===== src/rtl/axi_burst_master_pkg.sv =====
// ---------------------------------------------------------------------------
// axi_burst_master_pkg
// Shared AXI constants and types for the burst master:
//   - burst type / size / response encodings
//   - FSM state enum for the master
//   - request descriptor struct (write, addr, len, strb) at default widths
//   - resp_worst(): merges two AXI responses, keeping the more severe one
// ---------------------------------------------------------------------------
package axi_burst_master_pkg;

  localparam int AXI_ID_BITS   = 4;
  localparam int AXI_ADDR_BITS = 32;
  localparam int AXI_DATA_BITS = 32;
  localparam int AXI_LEN_BITS  = 4;

  localparam logic [1:0] BURST_INCR  = 2'b01;
  localparam logic [2:0] SIZE_4B     = 3'b010;
  localparam logic [1:0] RESP_OKAY   = 2'd0;
  localparam logic [1:0] RESP_SLVERR = 2'd2;
  localparam logic [1:0] RESP_DECERR = 2'd3;

  typedef enum logic [2:0] {
    ST_IDLE,
    ST_RADDR,
    ST_RDATA,
    ST_WADDR,
    ST_WDATA,
    ST_WRESP
  } mst_state_t;

  typedef struct packed {
    logic                         write;
    logic [AXI_ADDR_BITS-1:0]     addr;
    logic [AXI_LEN_BITS-1:0]      len;
    logic [AXI_DATA_BITS/8-1:0]   strb;
  } axi_req_t;

  // AXI response severity is ordered numerically (OKAY < SLVERR < DECERR).
  function automatic logic [1:0] resp_worst(input logic [1:0] a, input logic [1:0] b);
    return (a > b) ? a : b;
  endfunction

endpackage


===== src/rtl/axi_burst_master_if.sv =====
// ---------------------------------------------------------------------------
// axi_burst_master_if
// AXI4 read/write channel bundle between an initiator and a slave.
//   AR: ARID, ARAddr, ARLen, ARSize, ARBurst, ARValid / ARReady
//   R : RID, RData, RResp, RLast, RValid / RReady
//   AW: AWID, AWAddr, AWLen, AWSize, AWBurst, AWValid / AWReady
//   W : WData, WStrb, WLast, WValid / WReady
//   B : BID, BResp, BValid / BReady
// modport master drives the request side, modport slave the response side.
// ---------------------------------------------------------------------------
interface axi_burst_master_if #(
  parameter int ID_BITS   = 4,
  parameter int ADDR_BITS = 32,
  parameter int DATA_BITS = 32,
  parameter int LEN_BITS  = 4
);

  logic [ID_BITS-1:0]     ARID;
  logic [ADDR_BITS-1:0]   ARAddr;
  logic [LEN_BITS-1:0]    ARLen;
  logic [2:0]             ARSize;
  logic [1:0]             ARBurst;
  logic                   ARValid;
  logic                   ARReady;

  logic [ID_BITS-1:0]     RID;
  logic [DATA_BITS-1:0]   RData;
  logic [1:0]             RResp;
  logic                   RLast;
  logic                   RValid;
  logic                   RReady;

  logic [ID_BITS-1:0]     AWID;
  logic [ADDR_BITS-1:0]   AWAddr;
  logic [LEN_BITS-1:0]    AWLen;
  logic [2:0]             AWSize;
  logic [1:0]             AWBurst;
  logic                   AWValid;
  logic                   AWReady;

  logic [DATA_BITS-1:0]   WData;
  logic [DATA_BITS/8-1:0] WStrb;
  logic                   WLast;
  logic                   WValid;
  logic                   WReady;

  logic [ID_BITS-1:0]     BID;
  logic [1:0]             BResp;
  logic                   BValid;
  logic                   BReady;

  modport master (
    output ARID, ARAddr, ARLen, ARSize, ARBurst, ARValid,
    input  ARReady,
    input  RID, RData, RResp, RLast, RValid,
    output RReady,
    output AWID, AWAddr, AWLen, AWSize, AWBurst, AWValid,
    input  AWReady,
    output WData, WStrb, WLast, WValid,
    input  WReady,
    input  BID, BResp, BValid,
    output BReady
  );

  modport slave (
    input  ARID, ARAddr, ARLen, ARSize, ARBurst, ARValid,
    output ARReady,
    output RID, RData, RResp, RLast, RValid,
    input  RReady,
    input  AWID, AWAddr, AWLen, AWSize, AWBurst, AWValid,
    output AWReady,
    input  WData, WStrb, WLast, WValid,
    output WReady,
    output BID, BResp, BValid,
    input  BReady
  );

endinterface


===== src/rtl/axi_burst_master.sv =====
// ---------------------------------------------------------------------------
// axi_burst_master
// Single-outstanding AXI4 initiator. Turns one request (read or write burst)
// plus user data streams into AXI bursts; write path is ordered AW -> W -> B.
// Ports:
//   clk, rst (synchronous, active-low)
//   req_valid/req_ready, req_write, req_addr, req_len (beats-1), req_strb
//   usr_wdata/usr_wvalid/usr_wready : write beat stream (pass-through to W)
//   usr_rdata/usr_rvalid/usr_rready : read beat stream (pass-through from R)
//   done (1-cycle pulse), done_resp (final merged AXI response)
//   m : AXI master modport
// ---------------------------------------------------------------------------
module axi_burst_master
  import axi_burst_master_pkg::*;
#(
  parameter int ID_BITS   = 4,
  parameter int ADDR_BITS = 32,
  parameter int DATA_BITS = 32,
  parameter int LEN_BITS  = 4,
  parameter int MST_ID    = 0
) (
  input  logic                   clk,
  input  logic                   rst,

  input  logic                   req_valid,
  output logic                   req_ready,
  input  logic                   req_write,
  input  logic [ADDR_BITS-1:0]   req_addr,
  input  logic [LEN_BITS-1:0]    req_len,
  input  logic [DATA_BITS/8-1:0] req_strb,

  input  logic [DATA_BITS-1:0]   usr_wdata,
  input  logic                   usr_wvalid,
  output logic                   usr_wready,

  output logic [DATA_BITS-1:0]   usr_rdata,
  output logic                   usr_rvalid,
  input  logic                   usr_rready,

  output logic                   done,
  output logic [1:0]             done_resp,

  axi_burst_master_if.master     m
);

  mst_state_t             state_reg, state_next;
  logic [LEN_BITS-1:0]    cnt_reg;
  logic [ADDR_BITS-1:0]   addr_reg;
  logic [LEN_BITS-1:0]    len_reg;
  logic [DATA_BITS/8-1:0] strb_reg;
  logic [1:0]             worst_reg;
  logic                   mismatch_reg;
  logic                   done_reg;
  logic [1:0]             done_resp_reg;

  logic accept;
  logic r_beat;
  logic w_beat;
  logic at_last;
  logic r_bad;

  // IDs are not checked: only one ID is ever outstanding.
  logic unused_ids;
  assign unused_ids = ^{m.RID, m.BID};

  assign at_last = (cnt_reg == len_reg);
  assign accept  = (state_reg == ST_IDLE) && !done_reg && req_valid;
  assign r_beat  = (state_reg == ST_RDATA) && m.RValid && usr_rready;
  assign w_beat  = (state_reg == ST_WDATA) && usr_wvalid && m.WReady;
  // Slave's RLast must coincide exactly with the expected final beat.
  assign r_bad   = (m.RLast != at_last);

  // Address channels are decoded straight from the state register, so the
  // valids are glitch-free and address/len come from latched registers.
  assign m.ARID    = ID_BITS'(MST_ID);
  assign m.ARAddr  = addr_reg;
  assign m.ARLen   = len_reg;
  assign m.ARSize  = SIZE_4B;
  assign m.ARBurst = BURST_INCR;
  assign m.ARValid = (state_reg == ST_RADDR);

  assign m.AWID    = ID_BITS'(MST_ID);
  assign m.AWAddr  = addr_reg;
  assign m.AWLen   = len_reg;
  assign m.AWSize  = SIZE_4B;
  assign m.AWBurst = BURST_INCR;
  assign m.AWValid = (state_reg == ST_WADDR);

  assign m.WData   = usr_wdata;
  assign m.WStrb   = strb_reg;
  assign usr_rdata = m.RData;

  assign done      = done_reg;
  assign done_resp = done_resp_reg;

  always_ff @(posedge clk) begin
    if (!rst) begin
      state_reg <= ST_IDLE;
    end else begin
      state_reg <= state_next;
    end
  end

  always_comb begin
    state_next = state_reg;
    req_ready  = 1'b0;
    m.RReady   = 1'b0;
    m.WValid   = 1'b0;
    m.WLast    = 1'b0;
    m.BReady   = 1'b0;
    usr_wready = 1'b0;
    usr_rvalid = 1'b0;
    case (state_reg)
      ST_IDLE: begin
        // Held off during the done cycle so back-to-back requests are spaced.
        req_ready = !done_reg;
        if (accept) begin
          state_next = req_write ? ST_WADDR : ST_RADDR;
        end
      end
      ST_RADDR: begin
        if (m.ARReady) state_next = ST_RDATA;
      end
      ST_RDATA: begin
        m.RReady   = usr_rready;
        usr_rvalid = m.RValid;
        // Only RLast ends the burst, even after a length mismatch.
        if (r_beat && m.RLast) state_next = ST_IDLE;
      end
      ST_WADDR: begin
        if (m.AWReady) state_next = ST_WDATA;
      end
      ST_WDATA: begin
        m.WValid   = usr_wvalid;
        usr_wready = m.WReady;
        m.WLast    = at_last;
        if (w_beat && at_last) state_next = ST_WRESP;
      end
      ST_WRESP: begin
        m.BReady = 1'b1;
        if (m.BValid) state_next = ST_IDLE;
      end
      default: state_next = ST_IDLE;
    endcase
  end

  always_ff @(posedge clk) begin
    if (!rst) begin
      cnt_reg       <= '0;
      addr_reg      <= '0;
      len_reg       <= '0;
      strb_reg      <= '0;
      worst_reg     <= RESP_OKAY;
      mismatch_reg  <= 1'b0;
      done_reg      <= 1'b0;
      done_resp_reg <= RESP_OKAY;
    end else begin
      done_reg <= 1'b0;

      if (accept) begin
        addr_reg      <= req_addr;
        len_reg       <= req_len;
        strb_reg      <= req_strb;
        cnt_reg       <= '0;
        worst_reg     <= RESP_OKAY;
        mismatch_reg  <= 1'b0;
        done_resp_reg <= RESP_OKAY;
      end

      if (r_beat) begin
        // Stop counting on the closing beat so len=max never wraps.
        if (!m.RLast) cnt_reg <= cnt_reg + LEN_BITS'(1);
        worst_reg    <= resp_worst(worst_reg, m.RResp);
        mismatch_reg <= mismatch_reg | r_bad;
        if (m.RLast) begin
          done_reg      <= 1'b1;
          done_resp_reg <= (mismatch_reg | r_bad) ? RESP_SLVERR
                                                  : resp_worst(worst_reg, m.RResp);
        end
      end

      if (w_beat && !at_last) begin
        cnt_reg <= cnt_reg + LEN_BITS'(1);
      end

      if ((state_reg == ST_WRESP) && m.BValid) begin
        done_reg      <= 1'b1;
        done_resp_reg <= m.BResp;
      end
    end
  end

endmodule

===== src/flat_wrapper.sv =====
// flat-port wrapper written by rule: the top's interface ports become plain ports
module axi_burst_master_flat import axi_burst_master_pkg::*;
#(
  parameter int ID_BITS   = 4,
  parameter int ADDR_BITS = 32,
  parameter int DATA_BITS = 32,
  parameter int LEN_BITS  = 4,
  parameter int MST_ID    = 0
)
  (clk, rst, req_valid, req_ready, req_write, req_addr, req_len, req_strb, usr_wdata, usr_wvalid, usr_wready, usr_rdata, usr_rvalid, usr_rready, done, done_resp, m_ARID, m_ARAddr, m_ARLen, m_ARSize, m_ARBurst, m_ARValid, m_ARReady, m_RID, m_RData, m_RResp, m_RLast, m_RValid, m_RReady, m_AWID, m_AWAddr, m_AWLen, m_AWSize, m_AWBurst, m_AWValid, m_AWReady, m_WData, m_WStrb, m_WLast, m_WValid, m_WReady, m_BID, m_BResp, m_BValid, m_BReady);
  axi_burst_master_if #(.ID_BITS(ID_BITS), .ADDR_BITS(ADDR_BITS), .DATA_BITS(DATA_BITS), .LEN_BITS(LEN_BITS)) m_i ();
  input  logic clk;
  input  logic rst;
  input  logic req_valid;
  output logic req_ready;
  input  logic req_write;
  input  logic [ADDR_BITS-1:0] req_addr;
  input  logic [LEN_BITS-1:0] req_len;
  input  logic [DATA_BITS/8-1:0] req_strb;
  input  logic [DATA_BITS-1:0] usr_wdata;
  input  logic usr_wvalid;
  output logic usr_wready;
  output logic [DATA_BITS-1:0] usr_rdata;
  output logic usr_rvalid;
  input  logic usr_rready;
  output logic done;
  output logic [1:0] done_resp;
  output wire logic [$bits(m_i.ARID)-1:0] m_ARID;
  output wire logic [$bits(m_i.ARAddr)-1:0] m_ARAddr;
  output wire logic [$bits(m_i.ARLen)-1:0] m_ARLen;
  output wire logic [$bits(m_i.ARSize)-1:0] m_ARSize;
  output wire logic [$bits(m_i.ARBurst)-1:0] m_ARBurst;
  output wire logic [$bits(m_i.ARValid)-1:0] m_ARValid;
  input wire logic [$bits(m_i.ARReady)-1:0] m_ARReady;
  input wire logic [$bits(m_i.RID)-1:0] m_RID;
  input wire logic [$bits(m_i.RData)-1:0] m_RData;
  input wire logic [$bits(m_i.RResp)-1:0] m_RResp;
  input wire logic [$bits(m_i.RLast)-1:0] m_RLast;
  input wire logic [$bits(m_i.RValid)-1:0] m_RValid;
  output wire logic [$bits(m_i.RReady)-1:0] m_RReady;
  output wire logic [$bits(m_i.AWID)-1:0] m_AWID;
  output wire logic [$bits(m_i.AWAddr)-1:0] m_AWAddr;
  output wire logic [$bits(m_i.AWLen)-1:0] m_AWLen;
  output wire logic [$bits(m_i.AWSize)-1:0] m_AWSize;
  output wire logic [$bits(m_i.AWBurst)-1:0] m_AWBurst;
  output wire logic [$bits(m_i.AWValid)-1:0] m_AWValid;
  input wire logic [$bits(m_i.AWReady)-1:0] m_AWReady;
  output wire logic [$bits(m_i.WData)-1:0] m_WData;
  output wire logic [$bits(m_i.WStrb)-1:0] m_WStrb;
  output wire logic [$bits(m_i.WLast)-1:0] m_WLast;
  output wire logic [$bits(m_i.WValid)-1:0] m_WValid;
  input wire logic [$bits(m_i.WReady)-1:0] m_WReady;
  input wire logic [$bits(m_i.BID)-1:0] m_BID;
  input wire logic [$bits(m_i.BResp)-1:0] m_BResp;
  input wire logic [$bits(m_i.BValid)-1:0] m_BValid;
  output wire logic [$bits(m_i.BReady)-1:0] m_BReady;
  assign m_ARID = m_i.ARID;
  assign m_ARAddr = m_i.ARAddr;
  assign m_ARLen = m_i.ARLen;
  assign m_ARSize = m_i.ARSize;
  assign m_ARBurst = m_i.ARBurst;
  assign m_ARValid = m_i.ARValid;
  assign m_i.ARReady = m_ARReady;
  assign m_i.RID = m_RID;
  assign m_i.RData = m_RData;
  assign m_i.RResp = m_RResp;
  assign m_i.RLast = m_RLast;
  assign m_i.RValid = m_RValid;
  assign m_RReady = m_i.RReady;
  assign m_AWID = m_i.AWID;
  assign m_AWAddr = m_i.AWAddr;
  assign m_AWLen = m_i.AWLen;
  assign m_AWSize = m_i.AWSize;
  assign m_AWBurst = m_i.AWBurst;
  assign m_AWValid = m_i.AWValid;
  assign m_i.AWReady = m_AWReady;
  assign m_WData = m_i.WData;
  assign m_WStrb = m_i.WStrb;
  assign m_WLast = m_i.WLast;
  assign m_WValid = m_i.WValid;
  assign m_i.WReady = m_WReady;
  assign m_i.BID = m_BID;
  assign m_i.BResp = m_BResp;
  assign m_i.BValid = m_BValid;
  assign m_BReady = m_i.BReady;
  axi_burst_master #(.ID_BITS(ID_BITS), .ADDR_BITS(ADDR_BITS), .DATA_BITS(DATA_BITS), .LEN_BITS(LEN_BITS), .MST_ID(MST_ID)) u_core (.clk(clk), .rst(rst), .req_valid(req_valid), .req_ready(req_ready), .req_write(req_write), .req_addr(req_addr), .req_len(req_len), .req_strb(req_strb), .usr_wdata(usr_wdata), .usr_wvalid(usr_wvalid), .usr_wready(usr_wready), .usr_rdata(usr_rdata), .usr_rvalid(usr_rvalid), .usr_rready(usr_rready), .done(done), .done_resp(done_resp), .m(m_i));
endmodule

===== config.mk =====
export PLATFORM = sky130hd
export DESIGN_NAME = axi_burst_master_flat
export DESIGN_NICKNAME = d
export VERILOG_FILES = /design/src/rtl/axi_burst_master_pkg.sv /design/src/rtl/axi_burst_master_if.sv /design/src/rtl/axi_burst_master.sv /design/src/flat_wrapper.sv
export SDC_FILE = /design/constraint.sdc
export NUM_CORES = 1
export LEC_CHECK = 0
export ABC_AREA = 1
export CAP_MARGIN = 20
export CORE_AREA = 3 3 114 116
export DETAILED_ROUTE_END_ITERATION = 12
export DIE_AREA = 0 0 117 119
export PLACE_DENSITY = 0.74
export REMOVE_ABC_BUFFERS = 1
export SETUP_SLACK_MARGIN = 0.2
export SYNTH_ARGS = -nofsm -noshare
export SYNTH_HDL_FRONTEND = slang
export SYNTH_SLANG_ARGS = --single-unit

===== constraint.sdc =====
create_clock -name clk -period 3.9 [get_ports clk]
set_input_delay 0.78 -clock clk [delete_from_list [all_inputs] [get_ports clk]]
set_output_delay 0.78 -clock clk [all_outputs]
set_load 0.005 [all_outputs]

==> metrics.csv <==
metric,value,unit
syn avg cell area,7.91,um2
Residual DRC,0,
CTS HTree Levels,2,
Total Routing Usage GR,18.5,%
Starting Density,29.4,%
Routed WL per cell,21.3,um
largest net degree at the start of global routing,54,
top cells by area in the synthesized netlist,"dfxtp_1, buf_4, nand3_2, nand2_1, a21oi_1",
Die Area,0.0139,mm2
layout cells sized above 1,14.1,%
Max Used Layer,met5,
mapped cell area,0.00353,mm2
clk sink count,53,
WL final,13400,um
Setup WS post-layout,1.09,ns
post-synthesis cell count,446,
Worst Hold Slack,0.469,ns
Most used DFF post-synth,dfxtp_1,
pwr dens,499,mW/mm2
initial antenna violation count,0,
Yosys top cell by area,dfxtp_1,
max-cap violations,0,
Fin Setup TNS,0,ns
total power,2.18,mW
CTS root buffer,clkbuf_16,
Crit path max-delay family,buffers and inverters,
"reg-to-reg slack, setup",1.51,ns
CTS tree,yes,
maximum clock path buffer count,2,
"antenna viol nets, final",0,
Finish-stage setup viols,0,
total grt overflow,0,
RSZ-0062 raised after global routing,false,
M1 WL,4670,um
Slew headroom,61.2,%
input/output buffers,143,
CP Launch Type,input port,
f_max,355,MHz
Synth async-reset ratio,0,%
Layout area overhead,23.8,%
Rows,40,
worst skew pair latency,0.29,ns
CP required,3.12,ns
status,completed,
WS Path Type,input port to output pin,
Most common cell on crit path,clkdlybuf4s50_1,
Final Max Slew Viols,0,
top-area cell type share of the netlist area,30.1,%
Unique masters post-synth,37,
gpl congestion,0.874,
"Reg clk slew, reported paths",0.07,ns
r2r worst-path depth,9,
fillers,1246,
dpl ws,1.09,ns
CP max stage cell,clkdlybuf4s50_1,
VDD IR max,239,uV
Min-Delay Path Class,flip-flop to flip-flop,
worst r2r dst,u_core.done_resp[0],
Vias,2951,
"Arr. time, crit path",2.03,ns
Commonest cells post-synth,"buf_4, nand2_1, dfxtp_1",
DP Wirelength,11000,um
launch point of the worst reg-to-reg path,u_core.state_reg[1],
min Tclk post-route,2.81,ns
Crit Path Max Fanout,2,
TritonRoute pass-1 iters,4,
"FF+latch count, synth",53,
max reg flops,32,
# resized after CTS,0,
Slew @ Worst Pin,0.582,ns
crit path cell chain,clkdlybuf4s50_1 -> inv_1 -> nor2_1 -> clkdlybuf4s50_1,
Util after Layout,36.4,%
Leak Pwr,1.64,nW
postcts setup bufs,0,
DR WL met3,2990,um
Die W,117,um
IO Count,298,
core area,0.0120,mm2
Yosys warnings,0,
# hold bufs at CTS,0,
"Seq/Total Area, Yosys",30.1,%
clock skew,0.00556,ns
fin nets,613,
die span in y,119,um
Initial DRC Count,128,
fin crit share,72.2,%
Critical Path Source,usr_rready,
"EDFF count, synth",0,
first-pass GRT wire length,19000,um
Crit. End Element,output pin,
number of global-route vias before repair,2901,
CTS Buf Count,5,
most common cell in the netlist,buf_4,
worst hold stages,2,
worst setup path endpoint,m_RReady,
Crit path depth,4,
max incr delay on CP,0.53,ns
via density per instance,4.69,
diode count,0,
Buf/Inv on CP,3,
count of final hold-check violations,0,
met2 routed WL,5510,um
## worst reg2reg max path: cells and delay by family, from the launching register on
| family | cells | cell delay, ns |
|---|---|---|
| buf+inv | 2 | 0.53 |
| flops | 1 | 0.40 |
| compound gates | 2 | 0.19 |
| simple gates | 5 | 1.16 |
## layout make-up
type | count | area [um2] | share of cell area [%]
clock buffer | 5 | 125 | 2.86
clock inverter | 3 | 22.5 | 0.516
inverter | 30 | 113 | 2.58
multi-input combinational | 243 | 1400 | 32.0
sequential | 53 | 1060 | 24.3
tap | 147 | 184 | 4.21
timing repair buffer | 148 | 1460 | 33.5
## layout by cell type (no fill, tap or decap), types with 2 or more instances in the layout
cell,n
nand2_4,3
conb_1,18
nand4_1,5
o21ai_1,5
o211ai_1,2
clkinv_4,2
nand2_1,65
nand3_2,29
buf_4,5
ha_1,4
inv_1,27
dfxtp_1,53
o21ai_0,3
nand2_2,3
nand3_1,22
nor3_1,4
nand3b_1,2
clkbuf_16,5
inv_2,2
a21oi_2,11
clkdlybuf4s50_1,142
nor2_1,14
nor2_2,2
a21oi_1,41
## how the worst min path moves through the flow
stage | from | endpoint | slack, ns
floorplan | u_core.m.WStrb[0] | u_core.m.WStrb[0] | 0.46
global placement | u_core.m.WStrb[0] | u_core.m.WStrb[0] | 0.45
detailed placement | u_core.m.WStrb[2] | u_core.m.WStrb[2] | 0.46
CTS | u_core.m.WStrb[2] | u_core.m.WStrb[2] | 0.47
global route | u_core.m.WStrb[2] | u_core.m.WStrb[2] | 0.49
finish | u_core.m.WStrb[1] | u_core.m.WStrb[1] | 0.47
## layer usage
| metal | up-vias | track usage (%) |
|---|---|---|
| met5 | - | 7.84 |
| li1 | 1372 | - |
| met3 | 10 | 19.3 |
| met1 | 1344 | 19.5 |
| met4 | 4 | 2.37 |
| met2 | 221 | 25.8 |
## metrics by stage
| stage | cell area [um2] | instances |
|---|---|---|
| floorplan | 2570 | 326 |
| global placement | 4220 | 621 |
| detailed placement | 4220 | 621 |
| CTS | 4370 | 629 |
| global route | 4370 | 629 |
| finish | 4370 | 629 |
## cells by family after synthesis
logic type,Yosys count,share of synthesized area [%]
AOI/OAI and AO/OA,67,11.2
adders and majority gates,4,1.42
buffers and inverters,166,32.0
DFF,53,30.1
other,2,0.213
and+or+nand+nor,154,25.1
## where the power goes
group / switching [mW] / total (mW) / internal, mW
Combinational: 0.496 / 0.997 / 0.502
Sequential: 0.0918 / 0.733 / 0.641
Clock: 0.211 / 0.451 / 0.240
Total: 0.799 / 2.18 / 1.38
Note: power is estimated with default switching activity, not from simulation.
